### config.mk
export PLATFORM = sky130hd
export DESIGN_NAME = sd_emmc_cmd_resp_rx
export DESIGN_NICKNAME = d
export VERILOG_FILES = /design/src/rtl/sd_emmc_cmd_resp_rx.sv
export SDC_FILE = /design/constraint.sdc
export NUM_CORES = 1
export LEC_CHECK = 0
export CAP_MARGIN = 30
export CORE_MARGIN = 5
export CORE_UTILIZATION = 60
export DETAILED_ROUTE_END_ITERATION = 10
export PLACE_DENSITY = 0.85
export SLEW_MARGIN = 20
export SYNTH_ARGS = -nofsm -noshare
export SYNTH_HDL_FRONTEND = slang
export SYNTH_SLANG_ARGS = --single-unit
### constraint.sdc
create_clock -name sd_clk -period 27.8 [get_ports sd_clk]
set_input_delay 2.78 -clock sd_clk [delete_from_list [all_inputs] [get_ports sd_clk]]
set_output_delay 2.78 -clock sd_clk [all_outputs]
set_load 0.01 [all_outputs]
### src/rtl/sd_emmc_cmd_resp_rx.sv
// eMMC CMD-line response receiver: waits for the device start bit, deserialises
// R1/R1b/R3 (48-bit) or R2 (136-bit) responses and checks CRC7, end, tx and index.
//
// state      | meaning
// -----------+-------------------------------------------------------------
// ST_IDLE    | no command outstanding, finish_o low
// ST_WAIT    | armed, counting Ncr cycles until the start bit
// ST_RECV    | shifting response bits after the start bit
// ST_DONE    | result held, finish_o high until the next start_i or abort_i
module sd_emmc_cmd_resp_rx #(
    parameter int NCR_MAX = 64,
    parameter int CNT_W   = 8
) (
    input  logic         sd_clk,
    input  logic         rst,
    input  logic         start_i,
    input  logic         abort_i,
    input  logic [1:0]   setting_i,
    input  logic [5:0]   cmd_index_i,
    input  logic         cmd_dat_i,
    output logic [119:0] response_o,
    output logic         crc_ok_o,
    output logic         index_ok_o,
    output logic         timeout_o,
    output logic         finish_o,
    output logic         busy_o
);

    localparam logic [1:0] ST_IDLE = 2'd0;
    localparam logic [1:0] ST_WAIT = 2'd1;
    localparam logic [1:0] ST_RECV = 2'd2;
    localparam logic [1:0] ST_DONE = 2'd3;

    logic [1:0]       state;
    logic             long_q;
    logic [5:0]       idx_q;
    logic [CNT_W-1:0] wait_cnt;
    logic [CNT_W-1:0] bit_cnt;
    logic [CNT_W-1:0] wait_next;
    logic [CNT_W-1:0] last_bit;
    logic [6:0]       crc_q;
    logic [133:0]     shreg;
    logic             crc_feed;
    logic             rx_tx;
    logic [5:0]       rx_idx;
    logic [6:0]       rx_crc;
    logic [119:0]     rx_resp;
    logic             rx_idx_ok;

    function automatic logic [6:0] crc7_step(input logic [6:0] c, input logic d);
        logic fb;
        fb = d ^ c[6];
        return {c[5:0], 1'b0} ^ (fb ? 7'h09 : 7'h00);
    endfunction

    assign busy_o    = (state == ST_WAIT) || (state == ST_RECV);
    assign wait_next = wait_cnt + 1'b1;
    assign last_bit  = long_q ? CNT_W'(134) : CNT_W'(46);

    // short: CRC spans tx, index, argument (bits 0..38); long: payload only (7..126)
    always_comb begin
        crc_feed = 1'b0;
        if (long_q)
            crc_feed = (bit_cnt >= CNT_W'(7)) && (bit_cnt <= CNT_W'(126));
        else
            crc_feed = (bit_cnt <= CNT_W'(38));
    end

    // At the end-bit cycle shreg holds every bit before the end bit, LSB = newest.
    always_comb begin
        rx_tx     = 1'b0;
        rx_idx    = 6'h00;
        rx_crc    = 7'h00;
        rx_resp   = '0;
        rx_idx_ok = 1'b0;
        if (long_q) begin
            rx_tx     = shreg[133];
            rx_idx    = shreg[132:127];
            rx_resp   = shreg[126:7];
            rx_crc    = shreg[6:0];
            rx_idx_ok = !rx_tx && (rx_idx == 6'h3F);
        end else begin
            rx_tx     = shreg[45];
            rx_idx    = shreg[44:39];
            rx_resp   = {shreg[38:7], 88'h0};
            rx_crc    = shreg[6:0];
            rx_idx_ok = !rx_tx && (rx_idx == idx_q);
        end
    end

    always_ff @(posedge sd_clk or posedge rst) begin
        if (rst) begin
            state      <= ST_IDLE;
            long_q     <= 1'b0;
            idx_q      <= 6'h00;
            wait_cnt   <= '0;
            bit_cnt    <= '0;
            crc_q      <= 7'h00;
            shreg      <= '0;
            response_o <= '0;
            crc_ok_o   <= 1'b0;
            index_ok_o <= 1'b0;
            timeout_o  <= 1'b0;
            finish_o   <= 1'b0;
        end else if (abort_i && (state != ST_IDLE)) begin
            state    <= ST_IDLE;
            finish_o <= 1'b0;
        end else begin
            case (state)
                ST_IDLE, ST_DONE: begin
                    if (start_i && !abort_i) begin
                        long_q     <= setting_i[1];
                        idx_q      <= cmd_index_i;
                        finish_o   <= 1'b0;
                        crc_ok_o   <= 1'b0;
                        index_ok_o <= 1'b0;
                        timeout_o  <= 1'b0;
                        wait_cnt   <= '0;
                        bit_cnt    <= '0;
                        crc_q      <= 7'h00;
                        shreg      <= '0;
                        state      <= setting_i[0] ? ST_WAIT : ST_DONE;
                    end else if (state == ST_DONE) begin
                        finish_o <= 1'b1;
                    end
                end
                ST_WAIT: begin
                    if (!cmd_dat_i) begin
                        crc_q   <= crc7_step(crc_q, 1'b0);
                        bit_cnt <= '0;
                        state   <= ST_RECV;
                    end else begin
                        wait_cnt <= wait_next;
                        if (wait_next == CNT_W'(NCR_MAX)) begin
                            timeout_o <= 1'b1;
                            finish_o  <= 1'b1;
                            state     <= ST_DONE;
                        end
                    end
                end
                ST_RECV: begin
                    shreg   <= {shreg[132:0], cmd_dat_i};
                    bit_cnt <= bit_cnt + 1'b1;
                    if (crc_feed)
                        crc_q <= crc7_step(crc_q, cmd_dat_i);
                    if (bit_cnt == last_bit) begin
                        response_o <= rx_resp;
                        crc_ok_o   <= (rx_crc == crc_q) && cmd_dat_i;
                        index_ok_o <= rx_idx_ok;
                        state      <= ST_DONE;
                    end
                end
                default: state <= ST_IDLE;
            endcase
        end
    end

endmodule

# --- Word level (Yosys, flattened, before mapping) ---
# Index checks and enable logic that the tools add are counted.
word_totals:
  reg_bits: 290
  inputBits: 13
  out_inout_bits: 125
  elab_cells: 103
op_classes:
  n_addsub: 2
  order_cmp: 3
  n_eq_ne: 20
  n_mux: 36
  bitwise_logic: 4
  n_reduce_logical: 26
ops:
  columns: ["op", "count"]
  rows:
  - ["$pmux W134 S2", 1]
  - ["$mux W134", 1]
  - ["$mux W120", 1]
  - ["$mux W8", 4]
  - ["$pmux W8 S3", 1]
  - ["$mux W7", 3]
  - ["$pmux W7 S3", 1]
  - ["$add A8 B1 Y8 const B", 2]
  - ["$pmux W8 S2", 1]
  - ["$reduce_and A4 Y1", 4]
  - ["$reduce_and A3 Y1", 5]
  - ["$xor A7 B4 Y7", 2]
  - ["$mux W2", 6]
  - ["$mux W1", 10]
  - ["$eq A8 B7 Y1 const B", 1]
  - ["$eq A8 B8 Y1", 1]
  - ["$ge A8 B3 Y1 const B", 1]
  - ["$le A8 B6 Y1 const B", 1]
  - ["$le A8 B7 Y1 const B", 1]
  - ["$mux W4", 2]
  - ["$ne A2 B2 Y1 const B", 4]
  - ["$pmux W1 S2", 4]
  - ["$eq A7 B7 Y1", 1]
  - ["$eq A6 B6 Y1", 1]
  - ["20 further kinds", 32]

# --- Longest topological paths before layout ---
# Gate-level depths: netlist of the first run.
logic_depth:
  depth_word: 6
  mapped_depth: 10
  ltp_nobuf: 7

# --- Worst setup path before layout of the first run ---
# Ideal clock, no wire load.
synth_timing:
  kind: "input port to flip-flop"
  from: "input port abort_i"
  to: "register shreg[0]"
  setup_ns: 0.121
  t_arrival_ns: 4.143
  t_required_ns: 27.679
  setup_slack_ns: 23.536
  stages: 6
  n_path_buf: 2
  path_cell_list: "nand2b_1 nor2_1 a31oi_1 clkbuf_1 buf_2 a22o_1"
synth_via:
  elab_chain_cells: 4
  elab_cells_between_ends: 6
  cone_classes: "eq/ne (1); bitwise (1); reduce/logical (4)"
synth_rtl:
  columns: ["element", "line", "source"]
  rows:
  - ["from (decl)", "17", "input logic abort_i,"]
  - ["$logic_not A1 Y1", "111", "if (start_i && !abort_i) begin"]
  - ["$logic_and A1 B1 Y1", "111", null]
  - ["$ne A2 B2 Y1 (no source line)", null, null]
  - ["$reduce_and A3 Y1 (no source line) *", null, null]
  - ["to (signal assigned)", "142", "shreg <= {shreg[132:0], cmd_dat_i};"]
  - ["to (decl)", "42", "logic [133:0] shreg;"]
# Every way passes the cells marked *; elsewhere a longest branch is shown, timed or not.
# A chain may end at the register's enable or synchronous reset.

# --- Final worst setup path of the first run ---
layout_timing:
  from: "input port abort_i"
  to: "register shreg[7]"
# The elaborated chain is that of the path after synthesis.

==> results.sh, run 1 <==
export IMPL_routed_wl_um=25700
export IMPL_timing_rr_end="shreg[7]"
export IMPL_insertedDiodeCount=0
export IMPL_combinational_family_with_the_most_area_after_synthesis="compound AO/OA/AOI/OAI gates"
export IMPL_grt_max_degree=131
export IMPL_internal_power_uw=736
export IMPL_path_buf_inv=2
export IMPL_timing_fmax_ghz=0.199
export IMPL_worstHoldPathCells=2
export IMPL_timing_critical_path_slowest_stage_cell="sky130_fd_sc_hd__buf_4"
export IMPL_power_density_cell_area_nw_per_um2=74.4
export IMPL_worst_path_dominant_cell_family="buffers and inverters"
export IMPL_place_hpwl_um=15600
export IMPL_synth_edff_count=0
export IMPL_synth_flop_cell="sky130_fd_sc_hd__dfrtp_1"
export IMPL_portBuffers=137
export IMPL_synth_avg_cell_area_um2=11.2
export IMPL_cp_start_kind="primary input"
export IMPL_core_area_um2=19500
export IMPL_comb_power_share_pct=19.1
export IMPL_place_congestion=0.855
export IMPL_ys_types=46
export IMPL_hold_viol_final=0
export IMPL_post_synth_and_or_nand_nor_area_fraction_pct=10.6
export IMPL_wire_length_of_the_first_global_routing_pass_um=43300
export IMPL_outcome="complete, no violations"
export IMPL_totalNegativeSetupSlack_ns=0
export IMPL_setup_repair_after_global_routing_missed_its_margin="no"
export IMPL_post_route_min_period_ns=5.03
export IMPL_globalRouteOverflowTotal=0
export IMPL_placementRows=51
export IMPL_detail_route_antenna_nets=0
export IMPL_synth_cells=1065
export IMPL_total_power_mw=1.07
export IMPL_cts_tree="yes"
export IMPL_power_switching_fraction_pct=30.9
export IMPL_die_area_um2=22700
export IMPL_route_detailed_vias_per_inst=5.90
export IMPL_drt_pass1_iterations=5
export IMPL_clock_root_buffer="sky130_fd_sc_hd__clkbuf_16"
export IMPL_hold_start="response_o[46]"
export IMPL_seq_power_share_pct=43.8
export IMPL_max_slew_worst_pin_slew_ns=0.945
export IMPL_dieHeight_um=151
export IMPL_ff2ff_path_depth=7
export IMPL_initial_core_util_pct=61.1
export IMPL_leakage_nw=6.32
export IMPL_drt_drc_violations_left=0
export IMPL_ff_latch_area_um2=7260
export IMPL_mostFrequentLayoutCell="sky130_fd_sc_hd__dfrtp_1"
export IMPL_cts_hold_repair_buffers=0
export IMPL_path_clk_slew_ns=0.06
export IMPL_synth_mux_area_share_pct=4.46
export IMPL_grt_antenna_before_repair=0
export IMPL_critical_path_required_ns=28.27
export IMPL_multi_input_comb_area_um2=4190
export IMPL_timing_critical_path_cells="clkdlybuf4s50_1 > nor2b_1 > o21ai_1 > and2_4 > buf_4 > a22o_1"
export IMPL_postCtsSetupRepairBufs=0
export IMPL_async_flop_share_pct=100
export IMPL_total_grt_usage_pct=23.1
export IMPL_vdd_ir_drop_worst_mv=0.0855
export IMPL_synth_ff_latch_count=290
export IMPL_filler_cell_count=1285
export IMPL_yosys_area_share_adder_pct=0.841
export IMPL_clk_latency_ns=0.55
export IMPL_route_vias_total=8569
export IMPL_cts_htree_levels=1
export IMPL_ys_warnings_count=0
export IMPL_tritoncts_num_buffers=29
export IMPL_grt_pass1_vias=8518
export IMPL_cpPeakStageDelay_ns=0.75
export IMPL_finalCoreUtilization_pct=73.6
export IMPL_setup_clock_skew_after_layout_ns=0.0167
export IMPL_critPathArrivalTime_ns=5.49
export IMPL_timing_setup_critical_path_class="in -> reg"
export IMPL_io_pin_count=138
export IMPL_finish_instance_area_um2=14300
export IMPL_relSlewSlack_pct=37.0
export IMPL_slew_viol_final=0
export IMPL_final_setup_viol_count=0
export IMPL_part_of_the_power_in_the_clock_network_pct=37.1
export IMPL_cts_sink_count=290
export IMPL_drtIter0Drc=747
export IMPL_r2r_setup_slack_ns=24.48
export IMPL_synth_compound_gate_area_share_pct=17.9
export IMPL_switchingPower_uw=330
export IMPL_synth_sequential_area_ratio_pct=61.0
export IMPL_reg2reg_from="state[1]"
export IMPL_placed_cell_area_um2=13300
export IMPL_yosys_area_share_xor_xnor_pct=1.25
export IMPL_drive_above_1_share_pct=6.49
export IMPL_syn_cell_area_um2=11900
export IMPL_critical_path_endpoint_type="flip-flop"
export IMPL_areaGrowthSynthToFinish_pct=20.4
export IMPL_period_share_pct=18.1
export IMPL_post_cts_resize_count=0
export IMPL_cts_max_path_buffers=3
export IMPL_timing_hold_worst_class="reg -> reg"
export IMPL_die_x_um=151
export IMPL_cp_max_fo=84
export IMPL_syn_num_nets=1086
export IMPL_final_nets=1185
export IMPL_drt_wirelength_per_cell_um=17.7
export IMPL_min_delay_worst_endpoint="response_o[46]"
export IMPL_final_cell_mix="289 x sky130_fd_sc_hd__dfrtp_1, 234 x sky130_fd_sc_hd__nand2_1, 141 x sky130_fd_sc_hd__a22o_1, 137 x sky130_fd_sc_hd__clkdlybuf4s50_1, 101 x sky130_fd_sc_hd__o21ai_1"
export IMPL_timing_max_cap_violations=0
[per-layer routing]
| metal | routed length (um) | global-route usage (%) | vias up | share of wire, % |
|---|---|---|---|---|
| met1 | 11200 | 33.4 | 4287 | 44 |
| met3 | 1410 | 3.05 | 40 | 5.5 |
| li1 | - | - | 3955 | - |
| met4 | 360 | 4.17 | 0 | 1.4 |
| met2 | 12700 | 38.4 | 287 | 50 |
| met5 | 0 | 0 | - | 0 |
[cell usage after synthesis (4+ instances only)]
cell type	instances	area, um^2
sky130_fd_sc_hd__a21oi_1	7	35.0
sky130_fd_sc_hd__a22o_1	141	1230
sky130_fd_sc_hd__a31oi_1	4	25.0
sky130_fd_sc_hd__and2_1	5	31.3
sky130_fd_sc_hd__and3_1	4	25.0
sky130_fd_sc_hd__buf_2	20	100
sky130_fd_sc_hd__buf_6	13	146
sky130_fd_sc_hd__clkbuf_1	46	173
sky130_fd_sc_hd__dfrtp_1	290	7260
sky130_fd_sc_hd__ha_1	8	100
sky130_fd_sc_hd__inv_1	14	52.6
sky130_fd_sc_hd__mux2_2	7	78.8
sky130_fd_sc_hd__mux2i_1	44	440
sky130_fd_sc_hd__nand2_1	234	878
sky130_fd_sc_hd__nand2b_1	4	25.0
sky130_fd_sc_hd__nand3_1	10	50.1
sky130_fd_sc_hd__nand4_1	4	25.0
sky130_fd_sc_hd__nor2_1	14	52.6
sky130_fd_sc_hd__nor3_1	6	30.0
sky130_fd_sc_hd__nor4_1	5	31.3
sky130_fd_sc_hd__o21ai_0	36	180
sky130_fd_sc_hd__o21ai_1	101	505
sky130_fd_sc_hd__xnor2_1	11	96.3
sky130_fd_sc_hd__xor2_1	6	52.6
[worst register-to-register path, cell delays in order (launching register included)]
cell and delay (ns):
sky130_fd_sc_hd__dfrtp_1 0.42, sky130_fd_sc_hd__inv_1 0.10, sky130_fd_sc_hd__ha_1 0.48, sky130_fd_sc_hd__inv_1 0.18, sky130_fd_sc_hd__o21ai_1 0.43, sky130_fd_sc_hd__and2_4 0.58
sky130_fd_sc_hd__buf_4 0.77, sky130_fd_sc_hd__a22o_1 0.28
[sequential cells by signal, summed over array words and instances (netlist names)]
| register | flops |
|---|---|
| shreg | 134 |
| long_q | 1 |
| index_ok_o | 1 |
| crc_q | 7 |
| finish_o | 1 |
| response_o | 120 |
| timeout_o | 1 |
| bit_cnt | 8 |
| crc_ok_o | 1 |
| state | 2 |
| idx_q | 6 |
| wait_cnt | 8 |
[how the worst max path moves through the flow]
stage,slack (ns),startpoint,cells after the start,endpoint
after floorplan,17.01,rst,1,bit_cnt[0]
after global placement,22.37,abort_i,5,response_o[51]
after detailed placement,22.26,abort_i,5,response_o[49]
after CTS,22.78,abort_i,6,response_o[64]
after global routing,22.56,abort_i,6,shreg[94]
final,22.77,abort_i,6,shreg[7]
[final cells by class]
cell class / instances / area share (%)
Clock buffer: 41 / 6.01
Clock inverter: 13 / 0.943
Inverter: 14 / 0.419
Multi-Input combinational cell: 682 / 29.2
Sequential cell: 290 / 50.7
Tap cell: 265 / 2.31
Timing Repair Buffer: 147 / 10.4
[power by group through the flow]
| stage | Clock (mW) | Combinational (mW) | Sequential [mW] |
|---|---|---|---|
| final | 0.396 | 0.203 | 0.467 |
| after global routing | 0.421 | 0.224 | 0.471 |
| after CTS | 0.400 | 0.202 | 0.467 |
| after detailed placement | 0 | 0.201 | 0.474 |
| after global placement | 0 | 0.196 | 0.473 |
| after floorplan | 0 | 0.171 | 0.459 |
[through the flow]
| stage | std cells | setup slack, ns | hold slack, ns |
|---|---|---|---|
| after floorplan | 1065 | 17.01 | 0.474 |
| after global placement | 1396 | 22.37 | 0.462 |
| after detailed placement | 1397 | 22.26 | 0.470 |
| after CTS | 1451 | 22.78 | 0.483 |
| after global routing | 1452 | 22.56 | 0.517 |
| final | 1452 | 22.77 | 0.476 |
[logic make-up after synthesis]
family	Yosys count
AOI/OAI and AO/OA	306
and+or+nand+nor	299
DFF	290
buffers and inverters	93
muxes	52
xor gates and xnor gates	17
adders and majority gates	8
(Power assumes the default switching activity.)
==> run 2, diff against run 1 <==
--- a/config.mk
+++ b/config.mk
@@ -7,9 +7,9 @@
 export LEC_CHECK = 0
 export CAP_MARGIN = 30
 export CORE_MARGIN = 5
-export CORE_UTILIZATION = 60
+export CORE_UTILIZATION = 50
 export DETAILED_ROUTE_END_ITERATION = 10
-export PLACE_DENSITY = 0.85
+export PLACE_DENSITY = 0.75
 export SLEW_MARGIN = 20
 export SYNTH_ARGS = -nofsm -noshare
 export SYNTH_HDL_FRONTEND = slang
==> constraint.sdc (replaced) <==
create_clock -name sd_clk -period 4.6 [get_ports sd_clk]
set_input_delay 0.46 -clock sd_clk [delete_from_list [all_inputs] [get_ports sd_clk]]
set_output_delay 0.46 -clock sd_clk [all_outputs]
set_load 0.01 [all_outputs]
==> run 2 against run 1 <==
  * Utilization shrank 12 points
  * Register-to-register slack worse by 23 ns
  * Via count decreased by 3.6%
  * Clock power rose to 6.3 times the previous value
  * Total power rose to 6.2 times the previous value
  * Global-route usage shrank 4.2 points
  * Critical path depth shrank 1
  * Die area up 19%
  * Critical path type is now reg -> reg
  * Flip-flop and latch count stayed put
==> results.sh, run 2 (synthesized netlist as in run 1, its figures left out) <==
export IMPL_outcome="complete, no violations"
export IMPL_setup_repair_after_global_routing_missed_its_margin="no"
export IMPL_critical_path_required_ns=5.02
export IMPL_globalRouteOverflowTotal=0
export IMPL_critPathArrivalTime_ns=3.64
export IMPL_cts_max_path_buffers=3
export IMPL_post_route_min_period_ns=3.22
export IMPL_largest_reg_flops=134
export IMPL_placed_cell_area_um2=13400
export IMPL_path_clk_slew_ns=0.06
export IMPL_post_cts_resize_count=0
export IMPL_grt_max_degree=167
export IMPL_final_cell_mix="289 x sky130_fd_sc_hd__dfrtp_1, 234 x sky130_fd_sc_hd__nand2_1, 141 x sky130_fd_sc_hd__a22o_1, 137 x sky130_fd_sc_hd__clkdlybuf4s50_1, 101 x sky130_fd_sc_hd__o21ai_1"
export IMPL_period_share_pct=69.9
export IMPL_cts_tree="yes"
export IMPL_clock_root_buffer="sky130_fd_sc_hd__clkbuf_16"
export IMPL_drt_drc_violations_left=0
export IMPL_place_congestion=0.795
export IMPL_detail_route_antenna_nets=0
export IMPL_multi_input_comb_area_um2=4190
export IMPL_drive_above_1_share_pct=6.79
export IMPL_final_nets=1191
export IMPL_largest_register_by_flop_count="shreg"
export IMPL_slew_viol_final=0
export IMPL_timing_hold_worst_class="in -> async"
export IMPL_cts_hold_repair_buffers=0
export IMPL_power_density_cell_area_nw_per_um2=456
export IMPL_wire_length_of_the_first_global_routing_pass_um=42400
export IMPL_timing_max_cap_violations=0
export IMPL_portBuffers=137
export IMPL_grt_pass1_vias=8159
export IMPL_worst_slack_ns=1.38
export IMPL_grt_antenna_before_repair=0
export IMPL_critical_path_endpoint_type="flip-flop"
export IMPL_routed_wl_um=25000
export IMPL_placementRows=56
export IMPL_place_hpwl_um=15700
export IMPL_cts_htree_levels=1
export IMPL_initial_core_util_pct=50.7
export IMPL_postCtsSetupRepairBufs=0
export IMPL_route_detailed_vias_per_inst=5.47
export IMPL_max_slew_worst_pin_slew_ns=0.929
export IMPL_finish_instance_area_um2=14500
export IMPL_insertedDiodeCount=0
export IMPL_ff_latch_area_um2=7260
export IMPL_tritoncts_num_buffers=30
export IMPL_timing_fmax_ghz=0.311
export IMPL_drtIter0Drc=697
export IMPL_totalNegativeSetupSlack_ns=0
export IMPL_route_vias_total=8264
export IMPL_dieHeight_um=164
export IMPL_cts_sink_count=290
export IMPL_relSlewSlack_pct=38.1
export IMPL_dp_slack_ns=1.39
export IMPL_mostFrequentLayoutCell="sky130_fd_sc_hd__dfrtp_1"
export IMPL_total_grt_usage_pct=18.8
export IMPL_filler_cell_count=1842
export IMPL_hold_viol_final=0
export IMPL_drt_wirelength_per_cell_um=16.6
export IMPL_top_regs="shreg x134, response_o x120"
export IMPL_cp_start_kind="flip-flop"
export IMPL_timing_setup_critical_path_class="reg -> reg"
export IMPL_die_area_um2=27000
export IMPL_drt_pass1_iterations=5
export IMPL_die_x_um=164
export IMPL_leakage_nw=6.39
export IMPL_areaGrowthSynthToFinish_pct=22.1
export IMPL_cp_max_fo=78
export IMPL_io_pin_count=138
export IMPL_setup_clock_skew_after_layout_ns=0.0105
export IMPL_core_area_um2=23500
export IMPL_clk_latency_ns=0.54
export IMPL_final_setup_viol_count=0
export IMPL_vdd_ir_drop_worst_mv=0.397
run 2: cell types whose count changed in the layout (fill, tap and decap cells not counted), moves of 2 or more:
cell                        change
sky130_fd_sc_hd__bufinv_16      +2
sky130_fd_sc_hd__buf_12         +2
sky130_fd_sc_hd__buf_4          +3
sky130_fd_sc_hd__clkinv_2       -2
sky130_fd_sc_hd__clkbuf_1       +2
run 2: final cells by class:
type	instances	area share, %
repair buffers	152	10.8
multi-input cells	682	28.8
flip-flops and latches	290	50.0
clock buffers	43	6.05
well taps	319	2.75
clock inverters	12	1.21
inverters	14	0.388
run 2: worst max-delay path: stages, from the launching register on:
cell	delay, ns
sky130_fd_sc_hd__dfrtp_4	0.82
sky130_fd_sc_hd__buf_4	0.79
sky130_fd_sc_hd__o21ai_0	0.22
sky130_fd_sc_hd__a2111o_1	0.50
sky130_fd_sc_hd__a21oi_4	0.32
sky130_fd_sc_hd__mux2_1	0.36
run 2: power by group:
group	internal, mW	switching [mW]	leakage (nW)
registers	2.65	0.171	4.03
clock network	1.55	0.966	0.524
logic	0.431	0.860	1.84
run 2: through the flow:
step / utilization (%) / power [mW] / cells / hold slack (ns)
after global routing: 61.9 / 6.97 / 1512 / 0.383
final: 61.9 / 6.63 / 1512 / 0.354
after detailed placement: 57.2 / 4.13 / 1455 / 0.469
after CTS: 61.7 / 6.67 / 1510 / 0.473
after floorplan: - / 3.81 / 1065 / 0.474
after global placement: 57.0 / 4.08 / 1454 / 0.462
run 2: final timing paths:
kind,slack (ns),cells past startpoint,endpoint,from
setup / recovery,1.38,5,crc_q[0],long_q
hold / removal,0.35,3,response_o[22],rst
setup reg to reg,1.38,5,crc_q[0],long_q
hold reg to reg,0.47,2,response_o[46],response_o[46]
max in group asynchronous,3.17,5,idx_q[1],rst
min in group sd_clk,0.47,2,response_o[46],response_o[46]
run 2: metal layers:
| layer | track usage [%] | vias to the layer above | part of all wire (%) |
|---|---|---|---|
| met3 | 3.14 | 20 | 5.1 |
| met1 | 28.4 | 4092 | 48 |
| met2 | 29.6 | 177 | 46 |
| met4 | 2.90 | 0 | 0.86 |
| met5 | 0 | - | 0 |
| li1 | - | 3975 | - |
